**src/rtl/adc_idelay_cal_if.sv**
```systemverilog
// Control, ADC sample and IDELAYE2 tap-load signals shared by the calibrator (master)
// and the ADC front end that it tunes (slave).
interface adc_idelay_cal_if;
    logic        start;
    logic        idelayctrl_rdy;
    logic [15:0] adc_data;
    logic [7:0]  idelay_ld;
    logic [39:0] idelay_cntvalue;
    logic        busy;
    logic        done;
    logic [7:0]  lane_err;

    modport master (
        input  start, idelayctrl_rdy, adc_data,
        output idelay_ld, idelay_cntvalue, busy, done, lane_err
    );

    modport slave (
        output start, idelayctrl_rdy, adc_data,
        input  idelay_ld, idelay_cntvalue, busy, done, lane_err
    );
endinterface

```
**src/rtl/adc_idelay_cal.sv**
```systemverilog
// 8-lane IDELAYE2 eye-scan calibrator: sweeps all 32 taps per lane against a fixed test pattern
// and loads the centre of the widest passing window. `ADC_IDELAY_CAL_MIN_WINDOW_EN rejects narrow windows.
module adc_idelay_cal #(
    parameter int unsigned SETTLE_CYCLES   = 16,
    parameter int unsigned COMPARE_SAMPLES = 256,
    parameter logic [15:0] TEST_PATTERN    = 16'hA55A,
    parameter int unsigned MIN_WINDOW      = 4
) (
    input logic              clk,
    input logic              rst,
    adc_idelay_cal_if.master cal
);
`ifdef ADC_IDELAY_CAL_MIN_WINDOW_EN
    localparam bit WIN_CHECK = 1'b1;
`else
    localparam bit WIN_CHECK = 1'b0;
`endif
    localparam int SCW = (SETTLE_CYCLES > 1) ? $clog2(SETTLE_CYCLES) : 1;
    localparam int MCW = (COMPARE_SAMPLES > 1) ? $clog2(COMPARE_SAMPLES) : 1;
    localparam logic [SCW-1:0] SETTLE_LAST = SCW'(SETTLE_CYCLES - 1);
    localparam logic [MCW-1:0] MATCH_LAST  = MCW'(COMPARE_SAMPLES - 1);

    typedef enum logic [3:0] {
        IDLE, WAIT_RDY, LOAD, SETTLE, COMPARE, NEXT_TAP, EVAL, APPLY, NEXT_LANE, FINISH
    } state_t;

    state_t         state;
    logic [2:0]     lane;
    logic [4:0]     tap;
    logic [SCW-1:0] settle_cnt;
    logic [MCW-1:0] match_cnt;
    logic [31:0]    eye_map;
    logic [4:0]     scan_idx;
    logic [4:0]     run_start;
    logic [5:0]     run_len;
    logic [4:0]     best_start;
    logic [5:0]     best_len;

    logic [5:0]     run_len_nx;
    logic [4:0]     run_start_nx;
    logic [4:0]     center;
    logic           win_ok;
    logic           lane_match;

    always_comb begin
        // NOTE: every always_comb output gets a default first, so no path can infer a latch.
        run_len_nx   = '0;
        run_start_nx = run_start;
        if (eye_map[scan_idx]) begin
            run_len_nx = run_len + 6'd1;
            if (run_len == 6'd0) run_start_nx = scan_idx;
        end
        center     = best_start + 5'((best_len - 6'd1) >> 1);
        win_ok     = (best_len != 6'd0) && (!WIN_CHECK || 32'(best_len) >= MIN_WINDOW);
        lane_match = cal.adc_data[{lane, 1'b0} +: 2] == TEST_PATTERN[{lane, 1'b0} +: 2];
    end

    always_ff @(posedge clk or posedge rst) begin
        if (rst) begin
            state               <= IDLE;
            lane                <= '0;
            tap                 <= '0;
            settle_cnt          <= '0;
            match_cnt           <= '0;
            // NOTE: eye_map is a few flops rather than a RAM, so reset clears it like any other state.
            eye_map             <= '0;
            scan_idx            <= '0;
            run_start           <= '0;
            run_len             <= '0;
            best_start          <= '0;
            best_len            <= '0;
            cal.idelay_ld       <= '0;
            cal.idelay_cntvalue <= '0;
            cal.busy            <= 1'b0;
            cal.done            <= 1'b0;
            cal.lane_err        <= '0;
        end else begin
            // NOTE: state only ever takes <=, so every branch below reads pre-edge values.
            cal.idelay_ld <= '0;
            cal.done      <= 1'b0;
            if (state != IDLE && state != WAIT_RDY && !cal.idelayctrl_rdy) begin
                state <= WAIT_RDY;
            end else begin
                case (state)
                    IDLE: if (cal.start) begin
                        cal.busy <= 1'b1;
                        state    <= WAIT_RDY;
                    end
                    WAIT_RDY: if (cal.idelayctrl_rdy) begin
                        cal.lane_err <= '0;
                        lane         <= '0;
                        tap          <= '0;
                        state        <= LOAD;
                    end
                    LOAD: begin
                        cal.idelay_cntvalue[int'(lane) * 5 +: 5] <= tap;
                        cal.idelay_ld[lane] <= 1'b1;
                        settle_cnt          <= '0;
                        state               <= SETTLE;
                    end
                    SETTLE: begin
                        if (settle_cnt == SETTLE_LAST) begin
                            match_cnt <= '0;
                            state     <= COMPARE;
                        end else begin
                            settle_cnt <= settle_cnt + 1'b1;
                        end
                    end
                    COMPARE: begin
                        if (!lane_match) begin
                            eye_map[tap] <= 1'b0;
                            state        <= NEXT_TAP;
                        end else if (match_cnt == MATCH_LAST) begin
                            eye_map[tap] <= 1'b1;
                            state        <= NEXT_TAP;
                        end else begin
                            match_cnt <= match_cnt + 1'b1;
                        end
                    end
                    NEXT_TAP: begin
                        if (tap == 5'd31) begin
                            scan_idx   <= '0;
                            run_start  <= '0;
                            run_len    <= '0;
                            best_start <= '0;
                            best_len   <= '0;
                            state      <= EVAL;
                        end else begin
                            tap   <= tap + 5'd1;
                            state <= LOAD;
                        end
                    end
                    EVAL: begin
                        run_len   <= run_len_nx;
                        run_start <= run_start_nx;
                        // Strictly longer only, so the earliest window wins a tie.
                        if (run_len_nx > best_len) begin
                            best_len   <= run_len_nx;
                            best_start <= run_start_nx;
                        end
                        if (scan_idx == 5'd31) state <= APPLY;
                        else scan_idx <= scan_idx + 5'd1;
                    end
                    APPLY: begin
                        if (win_ok) begin
                            cal.idelay_cntvalue[int'(lane) * 5 +: 5] <= center;
                        end else begin
                            cal.idelay_cntvalue[int'(lane) * 5 +: 5] <= 5'd0;
                            cal.lane_err[lane] <= 1'b1;
                        end
                        cal.idelay_ld[lane] <= 1'b1;
                        state               <= NEXT_LANE;
                    end
                    NEXT_LANE: begin
                        if (lane == 3'd7) begin
                            state <= FINISH;
                        end else begin
                            lane  <= lane + 3'd1;
                            tap   <= '0;
                            state <= LOAD;
                        end
                    end
                    FINISH: begin
                        cal.done <= 1'b1;
                        cal.busy <= 1'b0;
                        state    <= IDLE;
                    end
                    default: state <= IDLE;
                endcase
            end
        end
    end
endmodule

```
**src/flat_wrapper.sv**
```systemverilog
// flat-port wrapper written by rule: the top's interface ports become plain ports
module adc_idelay_cal_flat 
#(
    parameter int unsigned SETTLE_CYCLES   = 16,
    parameter int unsigned COMPARE_SAMPLES = 256,
    parameter logic [15:0] TEST_PATTERN    = 16'hA55A,
    parameter int unsigned MIN_WINDOW      = 4
)
  (clk, rst, cal_start, cal_idelayctrl_rdy, cal_adc_data, cal_idelay_ld, cal_idelay_cntvalue, cal_busy, cal_done, cal_lane_err);
  adc_idelay_cal_if cal_i ();
  input logic clk;
  input logic rst;
  input wire logic [$bits(cal_i.start)-1:0] cal_start;
  input wire logic [$bits(cal_i.idelayctrl_rdy)-1:0] cal_idelayctrl_rdy;
  input wire logic [$bits(cal_i.adc_data)-1:0] cal_adc_data;
  output wire logic [$bits(cal_i.idelay_ld)-1:0] cal_idelay_ld;
  output wire logic [$bits(cal_i.idelay_cntvalue)-1:0] cal_idelay_cntvalue;
  output wire logic [$bits(cal_i.busy)-1:0] cal_busy;
  output wire logic [$bits(cal_i.done)-1:0] cal_done;
  output wire logic [$bits(cal_i.lane_err)-1:0] cal_lane_err;
  assign cal_i.start = cal_start;
  assign cal_i.idelayctrl_rdy = cal_idelayctrl_rdy;
  assign cal_i.adc_data = cal_adc_data;
  assign cal_idelay_ld = cal_i.idelay_ld;
  assign cal_idelay_cntvalue = cal_i.idelay_cntvalue;
  assign cal_busy = cal_i.busy;
  assign cal_done = cal_i.done;
  assign cal_lane_err = cal_i.lane_err;
  adc_idelay_cal #(.SETTLE_CYCLES(SETTLE_CYCLES), .COMPARE_SAMPLES(COMPARE_SAMPLES), .TEST_PATTERN(TEST_PATTERN), .MIN_WINDOW(MIN_WINDOW)) u_core (.clk(clk), .rst(rst), .cal(cal_i));
endmodule
```
**config.mk**
```make
export PLATFORM = sky130hd
export DESIGN_NAME = adc_idelay_cal_flat
export DESIGN_NICKNAME = d
export VERILOG_FILES = /design/src/rtl/adc_idelay_cal_if.sv /design/src/rtl/adc_idelay_cal.sv /design/src/flat_wrapper.sv
export SDC_FILE = /design/constraint.sdc
export NUM_CORES = 1
export LEC_CHECK = 0
export CAP_MARGIN = 5
export CELL_PAD_IN_SITES_DETAIL_PLACEMENT = 0
export CELL_PAD_IN_SITES_GLOBAL_PLACEMENT = 1
export CORE_MARGIN = 2
export CORE_UTILIZATION = 48
export CTS_CLUSTER_DIAMETER = 200
export DETAILED_ROUTE_END_ITERATION = 12
export PLACE_DENSITY_LB_ADDON = 0.1
export SLEW_MARGIN = 15
export SYNTH_ARGS = -nofsm -noshare
export SYNTH_HDL_FRONTEND = slang
export SYNTH_SLANG_ARGS = --single-unit
```
**constraint.sdc**
```tcl
create_clock -name clk -period 8.84 [get_ports clk]
set_input_delay 1.768 -clock clk [delete_from_list [all_inputs] [get_ports clk]]
set_output_delay 1.768 -clock clk [all_outputs]
set_load 0.1 [all_outputs]
```
Word level (Yosys, flattened, before mapping)
Index checks and enable logic that the tools add are counted.
- flip-flop bits (word level): 141
- input bits: 20
- logic and storage cells: 165
- output and inout port bits: 58
- eq/ne operators: 34
- $lt $le $gt $ge: 6
- mux-type cells: 58
- bitwise logic cells: 5
- add/sub/neg operators: 9
- multipliers: 1
- reduce and logical (&&, ||, !) cells: 30
- shift-type cells: 6
- operators with widths (cell ; count):
    $bwmux 40 ; 3
    $pmux 40 s2 ; 1
    $shiftx 5x33->40 ; 2
    $mux 32 ; 2
    $mux 8 ; 7
    $mux 40 ; 1
    $mux 5 ; 8
    $shift 5x33->40 const A ; 1
    $shiftx 5x33->40 const A ; 1
    $mux 4 ; 9
    $pmux 4 s9 ; 1
    $neg 32->33 ; 1
    $and 32x32->32 ; 1
    $not 32->32 ; 1
    $or 32x32->32 ; 1
    $pmux 8 s2 ; 2
    $pmux 5 s2 ; 3
    $pmux 6 s2 ; 2
    $mux 6 ; 3
    $ne 2x2->1 const B ; 9
    $eq 4x3->1 const B ; 4
    $reduce_and 4->1 ; 4
    $shiftx 16x5->2 ; 1
    $shiftx 16x5->2 const A ; 1
    other kinds (48) ; 80

Logic depth before layout (Yosys ltp)
Gate-level depths: netlist of run 1.
- word-level depth: 7
- gate-level depth with buffers: 16
- depth with buffers taken out: 14

Worst setup path before layout of run 1
OpenSTA, ideal clock, no wires.
- kind: input-to-reg
- from: input port cal_adc_data[10]
- to: register u_core.state[2]
- cell stages on the path: 7
- buffers on the path: 0
- required time: 8709 ps
- slack: 5452 ps
- data arrival time: 3257 ps
- library setup time: 131 ps
- cell sequence: inv_1 -> a32o_1 -> mux4_2 -> mux2i_4 -> nor2_1 -> and3_1 -> or3_1
- word-level cells in the longest chain between the ends: 5
- elaborated cells on any way between the ends: 7
- those cells by class: 2 x eq/ne; 1 x shift; 3 x mux; 1 x reduce/logical
- RTL lines (item ; RTL line ; text):
    from (decl) ; flat_wrapper.sv:15 ; input wire logic [$bits(cal_i.adc_data)-1:0] cal_adc_data;
    $shiftx 16x5->2 (*) ; adc_idelay_cal.sv:55 ; lane_match = cal.adc_data[{lane, 1'b0} +: 2] == TEST_PATTERN[{lane, 1'b0} +: 2];
    $eq 2x2->1 (*) ; adc_idelay_cal.sv:55 ;
    $mux 4 ; adc_idelay_cal.sv:110 ; if (!lane_match) begin
    $pmux 4 s9 ; adc_idelay_cal.sv:84 ; case (state)
    $mux 4 ; adc_idelay_cal.sv:81 ; if (state != IDLE && state != WAIT_RDY && !cal.idelayctrl_rdy) begin
    to (signal assigned) ; adc_idelay_cal.sv:82 ; state <= WAIT_RDY;
    to (signal assigned) ; adc_idelay_cal.sv:87 ; state <= WAIT_RDY;
    to (signal assigned) ; adc_idelay_cal.sv:112 ; state <= NEXT_TAP;
    to (decl) ; adc_idelay_cal.sv:27 ; state_t state;
Every way passes the cells marked *; elsewhere a longest branch is shown, timed or not.
A chain may end at the register's enable or synchronous reset.

Worst setup path in the final report of run 1
- from: register u_core.scan_idx[1]
- to: register u_core.best_len[1]
- word-level cells in the longest chain between the ends: 6
- elaborated cells on any way between the ends: 8
- those cells by class: 1 x order compare; 1 x eq/ne; 5 x mux; 1 x reduce/logical
- RTL lines (item ; RTL line ; text):
    from (decl) ; adc_idelay_cal.sv:33 ; logic [4:0] scan_idx;
    from (signal assigned) ; adc_idelay_cal.sv:142 ; else scan_idx <= scan_idx + 5'd1;
    $bmux 1 s5 (*) ; adc_idelay_cal.sv:49 ; if (eye_map[scan_idx]) begin
    $mux 1 (implied by the code) (*) ; adc_idelay_cal.sv:49 ;
    $mux 6 (*) ; adc_idelay_cal.sv:49 ;
    $gt 6x6->1 ; adc_idelay_cal.sv:137 ; if (run_len_nx > best_len) begin
    $ne 2x1->1 (no source line) ; -- ;
    $reduce_and 4->1 (no source line) ; -- ;
    to (signal assigned) ; adc_idelay_cal.sv:138 ; best_len <= run_len_nx;
    to (decl) ; adc_idelay_cal.sv:37 ; logic [5:0] best_len;
Every way passes the cells marked *; elsewhere a longest branch is shown, timed or not. The select of a mux whose other input is x is not followed.

==> flow_metrics.py, run 1 <==
metrics = {
    "finish": {
        "utilization": 0.588,
        "mostFrequentLayoutCell": "dfrtp_1",
        "drive_above_1_share": 0.0993,
        "finish.net_count": 856,
        "area_delta_synth_final_pct": 20.6,
        "stdcell_area_mm2": 0.00887,
        "diodes": 0,
        "final_cell_mix": "dfrtp_1 (141), clkdlybuf4s50_1 (77), nor2_1 (68), a21oi_1 (60), nand2_1 (57)",
    },
    "worst_setup_path": {
        "slowest_stage": "dfrtp_1",
        "arrival_ns": 4.53,
        "crit_path_end_kind": "register",
        "path_cells": "mux2i_1 -> a22oi_1 -> nand3_1 -> nand2_1 -> nor2_1 -> nor2_1 -> ha_1 -> nor2b_1 -> o21a_1 -> o21ai_0 -> a211o_1 -> a21boi_1 -> inv_1 -> o21ai_0",
        "crit_path_max_incr_delay_ns": 1.06,
        "crit_cells": 14,
        "cp_top_family": "compound AO/OA/AOI/OAI gates",
        "r2r-end": "u_core.best_len[1]$_DFFE_PP0P_",
        "critPathCapture": "u_core.best_len[1]$_DFFE_PP0P_",
        "worstRegToRegCells": 14,
        "critical_path.startpoint": "u_core.scan_idx[1]$_DFFE_PP0P_",
        "crit_required_ns": 9.17,
        "path_class": "reg2reg",
        "cp_num_buf_inv": 1,
        "startpoint_type": "register",
        "rrSetupSlack_ns": 4.63,
        "r2r-start": "u_core.scan_idx[1]$_DFFE_PP0P_",
        "crit_fanout": 21,
    },
    "run": {
        "maxCapViolCount": 0,
    },
    "place": {
        "io_buffer_count": 77,
        "hpwl_um": 12700,
        "dpl_cell_area_mm2": 0.00824,
        "globalplace.congestion": 0.841,
    },
    "grt": {
        "grt_overflow": 0,
        "grt_pass1_wl_um": 29300,
        "antenna_found_initial": 0,
        "grt_pass1_vias": 5812,
        "grt_usage": 0.226,
        "grt_max_degree": 86,
    },
    "synth": {
        "ys_async_sr_fraction": 1.00,
        "synth_seq_cells": 141,
        "avgSynthCellArea_um2": 9.97,
        "yosys-top-cells-area": "dfrtp_1 (48%), mux2_2 (5.4%), ha_1 (5.3%)",
        "synth_area_mm2": 0.00736,
        "synth_top_area_share": 0.479,
        "synthDistinctLibCells": 55,
        "syn_nets": 790,
        "yosysSeqAreaShare": 0.479,
        "synthCells": 738,
        "synth-edff-count": 0,
        "synthFlopType": "dfrtp_1",
        "synth_top_area_cell": "dfrtp_1",
        "yosys_warnings": 0,
    },
    "min_path": {
        "whs_path_depth": 2,
        "min-delay-path-class": "reg2reg",
    },
    "cts": {
        "cts_sinks": 141,
        "clock_latency_ns": 0.43,
        "postCtsSetupBuffers": 0,
        "clkSlewWorstSetupHoldPaths_ns": 0.06,
        "cts_made_buffers": 17,
        "clk_path_buf_depth": 2,
        "cts_resized": 0,
        "cts_hold_buffers": 0,
        "cts_tree": "yes",
        "htree_levels": 4,
        "clockRootBuffer": "clkbuf_16",
    },
    "timing": {
        "fin_tns_setup_ns": 0,
        "rsz0062_at_grt": "false",
        "clock.fmax_mhz": 238,
        "slew_violations": 0,
        "relSlewSlack": 0.273,
        "fin_skew_ns": 0.00717,
        "period_minus_slack_ns": 4.21,
        "finalCritPeriodShare": 0.476,
        "final_hold_viol_count": 0,
        "setup_viol": 0,
        "tightest_slew_ns": 1.09,
    },
    "floorplanning": {
        "fp.dieArea_mm2": 0.0163,
        "die_w_um": 128,
        "dieHeight_um": 128,
        "rows": 45,
        "ios": 78,
        "start_util": 0.488,
        "coreArea_mm2": 0.0151,
    },
    "drt": {
        "drt-total-wl_um": 17400,
        "ant_nets": 0,
        "drc": 0,
        "drt_iter0_markers": 321,
        "via_count": 5799,
        "route.detailed.wl_per_inst_um": 17.3,
        "drtPass1Iterations": 5,
        "viasPerCell": 5.78,
    },
    "power": {
        "vdd_drop_max_uv": 137,
        "power.density_mw_per_mm2": 245,
        "power_uw": 2180,
        "p_leak_uw": 0.00399,
    },
    "run_status": {
        "status": "finished, final reports clean",
    },
}
## routing by layer
metal	GRT usage	up-vias	share of wire
li1	-	2786	-
met1	0.299	2865	0.46
met2	0.383	123	0.49
met3	0.0396	25	0.038
met4	0.0692	0	0.017
met5	0	-	0
## worst min path at each step
stage / startpoint / end / slack [ns]
6_report: u_core.cal.idelay_cntvalue[36]$_DFFE_PP0P_ / u_core.cal.idelay_cntvalue[36]$_DFFE_PP0P_ / 0.48
5_1_grt: u_core.cal.idelay_cntvalue[16]$_DFFE_PP0P_ / u_core.cal.idelay_cntvalue[16]$_DFFE_PP0P_ / 0.52
4_1_cts: u_core.cal.idelay_cntvalue[36]$_DFFE_PP0P_ / u_core.cal.idelay_cntvalue[36]$_DFFE_PP0P_ / 0.48
3_5_place_dp: u_core.cal.idelay_cntvalue[36]$_DFFE_PP0P_ / u_core.cal.idelay_cntvalue[36]$_DFFE_PP0P_ / 0.47
3_3_place_gp: u_core.cal.idelay_cntvalue[16]$_DFFE_PP0P_ / u_core.cal.idelay_cntvalue[16]$_DFFE_PP0P_ / 0.46
2_1_floorplan: u_core.best_start[0]$_DFFE_PP0P_ / u_core.best_start[0]$_DFFE_PP0P_ / 0.46
## layout make-up
type / count / area [um2]
clock inverter: 13 / 190
clock buffer: 18 / 439
sequential: 141 / 3530
multi-input combinational: 539 / 3590
tap: 188 / 235
inverter: 26 / 103
fill: 1299 / 6220
timing repair buffer: 79 / 786
## metrics by stage
stage / hold slack [ns] / cells / worst slack [ns]
6_report: 0.477 / 1004 / 4.63
5_1_grt: 0.520 / 1004 / 4.24
2_1_floorplan: 0.456 / 738 / 3.29
4_1_cts: 0.484 / 1004 / 4.61
3_3_place_gp: 0.461 / 973 / 4.46
3_5_place_dp: 0.470 / 973 / 4.40
## worst min-delay path: stages (launching register included)
cell	delay, ns
dfrtp_1	0.34
nand2_1	0.05
o21ai_0	0.06
## cell usage after synthesis, drive strengths merged, types with 3 or more instances
cell type,count
a21boi,4
a21oi,60
a22o,14
a22oi,4
a31oi,35
and2,9
and3,19
buf,18
clkbuf,14
dfrtp,141
ha,31
inv,26
mux2,36
mux2i,22
nand2,57
nand2b,14
nand3,16
nand3b,5
nand4,4
nor2,68
nor2b,11
nor3,13
nor4,4
o21a,6
o21ai,40
o22ai,3
o31ai,6
o41ai,3
or2,5
or3,9
xnor2,14
xor2,6
## power by group
group	internal (uW)	total, uW	switching [uW]	leakage (uW)
clock network	479	758	278	0.000295
logic	220	608	389	0.00176
registers	700	811	111	0.00193
## cell families after synthesis
family,after synthesis,share of synthesized area
compound gates,187,0.155
xor+xnor,20,0.0238
fa+ha+maj,32,0.0554
buf+inv,58,0.0326
flops,141,0.479
mux,60,0.0928
simple gates,240,0.161
Note: power is estimated with default switching activity, not from simulation.
==> inputs of run 2 (changes only) <==
--- a/config.mk
+++ b/config.mk
@@ -9,7 +9,7 @@
 export CELL_PAD_IN_SITES_DETAIL_PLACEMENT = 0
 export CELL_PAD_IN_SITES_GLOBAL_PLACEMENT = 1
 export CORE_MARGIN = 2
-export CORE_UTILIZATION = 48
+export CORE_UTILIZATION = 45
 export CTS_CLUSTER_DIAMETER = 200
 export DETAILED_ROUTE_END_ITERATION = 12
 export PLACE_DENSITY_LB_ADDON = 0.1
==> constraint.sdc (replaced) <==
create_clock -name clk -period 3.9 [get_ports clk]
set_input_delay 0.78 -clock clk [delete_from_list [all_inputs] [get_ports clk]]
set_output_delay 0.78 -clock clk [all_outputs]
set_load 0.1 [all_outputs]
==> run 2 against run 1 <==
First-iteration DRC count grew 9.3%. Final area increased by 0.94%. Register-to-register slack worse by 4.3 ns. Maximum frequency is 19% higher. Die area up 6.5%. Core utilization decreased by 2.6 points. Largest cell class unchanged.
==> flow_metrics.py, run 2 (synthesized netlist as in run 1, its figures left out) <==
metrics = {
    "run_status": {
        "status": "finished, final reports clean",
    },
    "cts": {
        "postCtsSetupBuffers": 0,
        "cts_hold_buffers": 0,
        "cts_resized": 0,
        "htree_levels": 4,
        "clock_latency_ns": 0.42,
        "clockRootBuffer": "clkbuf_16",
        "clkSlewWorstSetupHoldPaths_ns": 0.06,
        "cts_made_buffers": 17,
        "cts_sinks": 141,
        "cts_tree": "yes",
        "clk_path_buf_depth": 2,
    },
    "power": {
        "power.density_mw_per_mm2": 552,
        "vdd_drop_max_uv": 314,
        "power_uw": 4940,
        "p_leak_uw": 0.00401,
    },
    "place": {
        "globalplace.congestion": 0.854,
        "place_inst": 1007,
        "place_ws_ns": 0.142,
        "io_buffer_count": 77,
        "hpwl_um": 12700,
    },
    "worst_setup_path": {
        "r2r-start": "u_core.scan_idx[1]$_DFFE_PP0P_",
        "rrSetupSlack_ns": 0.38,
        "startpoint_type": "register",
        "crit_path_end_kind": "register",
        "crit_required_ns": 4.25,
        "path_class": "reg2reg",
        "critical_path.startpoint": "u_core.scan_idx[1]$_DFFE_PP0P_",
        "arrival_ns": 3.87,
        "crit_fanout": 19,
    },
    "timing": {
        "final.setup.worst_slack_ns": 0.375,
        "fin_skew_ns": 0.00754,
        "clock.fmax_mhz": 284,
        "finalCritPeriodShare": 0.904,
        "slew_violations": 0,
        "tightest_slew_ns": 0.991,
        "rsz0062_at_grt": "false",
        "fin_tns_setup_ns": 0,
        "period_minus_slack_ns": 3.52,
        "setup_viol": 0,
        "final_hold_viol_count": 0,
        "relSlewSlack": 0.337,
    },
    "min_path": {
        "min-delay-start": "u_core.cal.idelay_cntvalue[16]$_DFFE_PP0P_",
        "min-delay-path-class": "reg2reg",
    },
    "grt": {
        "grt_overflow": 0,
        "antenna_found_initial": 0,
        "grt_usage": 0.213,
        "grt_pass1_wl_um": 29800,
        "grt_pass1_vias": 5730,
        "grt_max_degree": 142,
    },
    "finish": {
        "area_delta_synth_final_pct": 21.7,
        "drive_above_1_share": 0.108,
        "final_cell_mix": "dfrtp_1 (140), clkdlybuf4s50_1 (77), nor2_1 (68), a21oi_1 (60), nand2_1 (57)",
        "mostFrequentLayoutCell": "dfrtp_1",
        "final_cells": 1039,
        "diodes": 0,
        "finish.net_count": 862,
    },
    "drt": {
        "viasPerCell": 5.63,
        "wl_met1_um": 8250,
        "via_count": 5850,
        "drc": 0,
        "highest_layer": "met4",
        "ant_nets": 0,
        "drtPass1Iterations": 4,
        "drt-total-wl_um": 17800,
        "wl_met2_um": 8540,
        "route.detailed.wl_per_inst_um": 17.1,
        "wl_met3_um": 713,
        "drt_iter0_markers": 351,
    },
    "floorplanning": {
        "fp.dieArea_mm2": 0.0174,
        "start_util": 0.462,
        "rows": 46,
        "ios": 78,
        "die_w_um": 132,
        "dieHeight_um": 132,
        "coreArea_mm2": 0.0159,
    },
    "run": {
        "maxCapViolCount": 0,
    },
}
-- run 2: power by group --
part	internal, uW	switching, uW	leakage, uW
Sequential	1590	244	0.00193
Combinational	513	895	0.00179
Clock	1070	634	0.000291
-- run 2: worst max-delay path, cell delays in order (launching register included) --
cell and delay (ns):
dfrtp_2 0.70, mux2i_1 0.27, a22oi_1 0.11, nand3_1 0.10
nand2_1 0.13, nor2_1 0.32, nor2_1 0.09, ha_1 0.31
nor2b_1 0.16, o21a_1 0.12, o21ai_0 0.07, a211o_1 0.27
a21boi_1 0.14, buf_4 0.20, or3_1 0.38, o21ai_1 0.08
-- run 2: stage by stage --
stage           util  hold WS, ns  area, um2
2_1_floorplan      -        0.456       7360
3_3_place_gp   0.523        0.467       8340
3_5_place_dp   0.523        0.473       8340
4_1_cts        0.562        0.486       8960
5_1_grt        0.562        0.512       8960
6_report       0.562        0.485       8960
-- run 2: worst paths after layout --
kind                                                               to  cells after the start
max reg2reg                            u_core.best_len[3]$_DFFE_PP0P_                     15
min in group asynchronous  u_core.cal.idelay_cntvalue[36]$_DFFE_PP0P_                      3
min reg2reg                u_core.cal.idelay_cntvalue[16]$_DFFE_PP0P_                      2
min                        u_core.cal.idelay_cntvalue[16]$_DFFE_PP0P_                      2
max                                    u_core.best_len[3]$_DFFE_PP0P_                     15
max in group asynchronous              u_core.scan_idx[1]$_DFFE_PP0P_                      3
-- run 2: final cells by class --
type                    instances  area (um2)
well taps                     216         270
repair buffers                 85         843
clock inverters                15         195
flip-flops and latches        141        3530
fillers                      1452        6990
clock buffers                  17         425
inverters                      26         101
multi-input cells             539        3590
-- run 2: per-layer routing --
layer,track usage,vias to the layer above
li1,-,2790
met1,0.290,2906
met2,0.341,135
met3,0.0427,19
met4,0.0719,0
met5,0,-
==> inputs of run 3 (changes only) <==
--- a/config.mk
+++ b/config.mk
@@ -9,7 +9,7 @@
 export CELL_PAD_IN_SITES_DETAIL_PLACEMENT = 0
 export CELL_PAD_IN_SITES_GLOBAL_PLACEMENT = 1
 export CORE_MARGIN = 2
-export CORE_UTILIZATION = 45
+export CORE_UTILIZATION = 40
 export CTS_CLUSTER_DIAMETER = 200
 export DETAILED_ROUTE_END_ITERATION = 12
 export PLACE_DENSITY_LB_ADDON = 0.1
==> constraint.sdc (replaced) <==
create_clock -name clk -period 2.9 [get_ports clk]
set_input_delay 0.58 -clock clk [delete_from_list [all_inputs] [get_ports clk]]
set_output_delay 0.58 -clock clk [all_outputs]
set_load 0.1 [all_outputs]
==> run 3 against run 2 <==
The flow now finishes with violations (negative setup slack). Final area grew 4.4%. First-iteration DRC count shrank 22%. Critical path depth is the same. Via count grew 1.7%. Count of clock-buffer cells in the layout is the same. Clock power grew 31%. Worst hold slack lost 0.076 ns. Global-route usage shrank 1.8 points. Total power grew 40%. Maximum frequency grew 20%. Clock skew grew 0.0038 ns. Critical path type unchanged. Highest routed layer unchanged.
==> flow_metrics.py, run 3 (synthesized netlist as in run 1, its figures left out) <==
metrics = {
    "drt": {
        "route.detailed.wl_per_inst_um": 16.9,
        "drt-total-wl_um": 18700,
        "ant_nets": 0,
        "drtPass1Iterations": 6,
        "drc": 0,
        "via_count": 5949,
        "drt_iter0_markers": 275,
        "viasPerCell": 5.38,
    },
    "worst_setup_path": {
        "cp_top_family": "simple AND/OR/NAND/NOR gates",
        "crit_path_max_incr_delay_ns": 0.40,
        "crit_required_ns": 3.25,
        "arrival_ns": 3.29,
        "cp_num_buf_inv": 1,
        "slowest_stage": "dfrtp_2",
        "crit_fanout": 8,
        "crit_path_end_kind": "register",
        "path_class": "reg2reg",
        "path_cells": "buf_6 -> mux2i_2 -> a22oi_2 -> nand3_1 -> nand2_2 -> nor2_4 -> nor2_2 -> ha_1 -> nor2b_1 -> o21a_1 -> o21ai_1 -> a211o_1 -> a21boi_4 -> or3_1 -> o21ai_1",
        "crit_path_frequent_cell": "o21ai_1",
        "startpoint_type": "register",
    },
    "run": {
        "maxCapViolCount": 0,
    },
    "timing": {
        "rsz0062_at_grt": "true",
        "period_minus_slack_ns": 2.94,
        "setup_viol": 3,
        "fin_skew_ns": 0.0113,
        "clock.fmax_mhz": 340,
        "slew_violations": 0,
        "tightest_slew_ns": 0.588,
        "final_hold_viol_count": 0,
        "finalCritPeriodShare": 1.01,
        "final.setup.worst_slack_ns": -0.0386,
        "relSlewSlack": 0.606,
    },
    "cts": {
        "clockRootBuffer": "clkbuf_16",
        "cts_made_buffers": 17,
        "cts_tree": "yes",
        "cts_hold_buffers": 0,
        "cts_sinks": 141,
        "clkSlewWorstSetupHoldPaths_ns": 0.07,
        "clk_path_buf_depth": 2,
        "htree_levels": 4,
        "clock_latency_ns": 0.43,
    },
    "power": {
        "power.density_mw_per_mm2": 741,
        "seqPwrFrac": 0.340,
        "p_sw_uw": 2550,
        "p_comb_frac": 0.340,
        "sw_frac_of_total": 0.369,
        "clkPwrFrac": 0.321,
        "vdd_drop_max_uv": 454,
        "p_int_uw": 4370,
        "p_leak_uw": 0.00442,
    },
    "place": {
        "hpwl_um": 14000,
        "io_buffer_count": 77,
        "place_ws_ns": -0.272,
        "place_inst": 1068,
        "globalplace.congestion": 0.834,
    },
    "floorplanning": {
        "coreArea_mm2": 0.0180,
        "rows": 49,
        "dieHeight_um": 140,
        "fp.dieArea_mm2": 0.0195,
        "ios": 78,
        "die_w_um": 140,
        "start_util": 0.408,
    },
    "finish": {
        "area_delta_synth_final_pct": 27.0,
        "final_cells": 1106,
        "final_cell_mix": "dfrtp_1 (139), buf_4 (112), nor2_1 (63), a21oi_1 (60), nand2_1 (55)",
        "drive_above_1_share": 0.254,
        "diodes": 0,
        "finish.net_count": 916,
        "mostFrequentLayoutCell": "dfrtp_1",
    },
    "grt": {
        "grt_pass1_wl_um": 30900,
        "grt_max_degree": 81,
        "grt_usage": 0.195,
        "antenna_found_initial": 0,
        "grt_pass1_vias": 6059,
        "grt_overflow": 0,
    },
    "run_status": {
        "status": "complete, but fails checks",
        "failed_checks": "negative setup slack",
    },
    "min_path": {
        "min-delay-path-class": "in2async",
    },
}
[run 3: cell count changes in the layout (fill, tap and decap cells not counted), sizes merged]
| cell | previous run | this run |
|---|---|---|
| clkdlybuf4s50 | 77 | 19 |
| inv | 26 | 33 |
| buf | 8 | 120 |
| bufinv | 4 | 2 |
| clkinv | 5 | 3 |
| clkinvlp | 6 | 3 |
[run 3: power by group through the flow]
stage | sequential (uW) | clock (uW) | combinational, uW
after floorplan | 2610 | 0 | 1270
after global placement | 2370 | 0 | 2200
after detailed placement | 2370 | 0 | 2220
after CTS | 2350 | 2270 | 2390
after global routing | 2380 | 2360 | 2590
final | 2350 | 2220 | 2350
[run 3: layout make-up]
cell class / count / area (um2)
clock inverter: 15 / 175
multi-input combinational: 539 / 3690
fill: 1666 / 8680
tap: 229 / 287
clock buffer: 17 / 425
timing repair buffer: 139 / 1140
inverter: 26 / 101
sequential: 141 / 3530
[run 3: stage by stage]
step	hold WS, ns	power [uW]	utilization	instance area [um2]	setup TNS [ns]
floorplan	0.456	3880	-	7370	0
global placement	0.469	4560	0.477	8590	-1.22
detailed placement	0.485	4600	0.477	8590	-2.25
CTS	0.413	7010	0.517	9320	-0.132
global route	0.438	7330	0.519	9350	-1.53
finish	0.409	6930	0.519	9350	-0.0589
[run 3: metal layers]
layer / track usage / up-vias / share of wire
met5: 0 / - / 0
met4: 0.0642 / 0 / 0.016
met3: 0.0296 / 22 / 0.031
met2: 0.331 / 105 / 0.50
met1: 0.256 / 2911 / 0.45
li1: - / 2911 / -
[run 3: timing repair]
item	CTS	global route
pin swaps	16	15
endpoints found under the setup margin	11	15
setup buffers	3	4
gates resized for setup	21	18
gates cloned	2	0
[run 3: path summary, 6_finish.rpt]
kind	from	to	slack, ns	cells past startpoint
worst max-delay path	u_core.scan_idx[1]$_DFFE_PP0P_	u_core.best_len[3]$_DFFE_PP0P_	-0.04	15
worst min-delay path	rst	u_core.cal.idelay_cntvalue[24]$_DFFE_PP0P_	0.41	2
worst max register to register	u_core.scan_idx[1]$_DFFE_PP0P_	u_core.best_len[3]$_DFFE_PP0P_	-0.04	15
worst min register to register	u_core.cal.idelay_cntvalue[36]$_DFFE_PP0P_	u_core.cal.idelay_cntvalue[36]$_DFFE_PP0P_	0.50	2
max in group asynchronous	rst	u_core.settle_cnt[0]$_DFFE_PP0P_	1.81	3
min in group clk	u_core.cal.idelay_cntvalue[36]$_DFFE_PP0P_	u_core.cal.idelay_cntvalue[36]$_DFFE_PP0P_	0.50	2
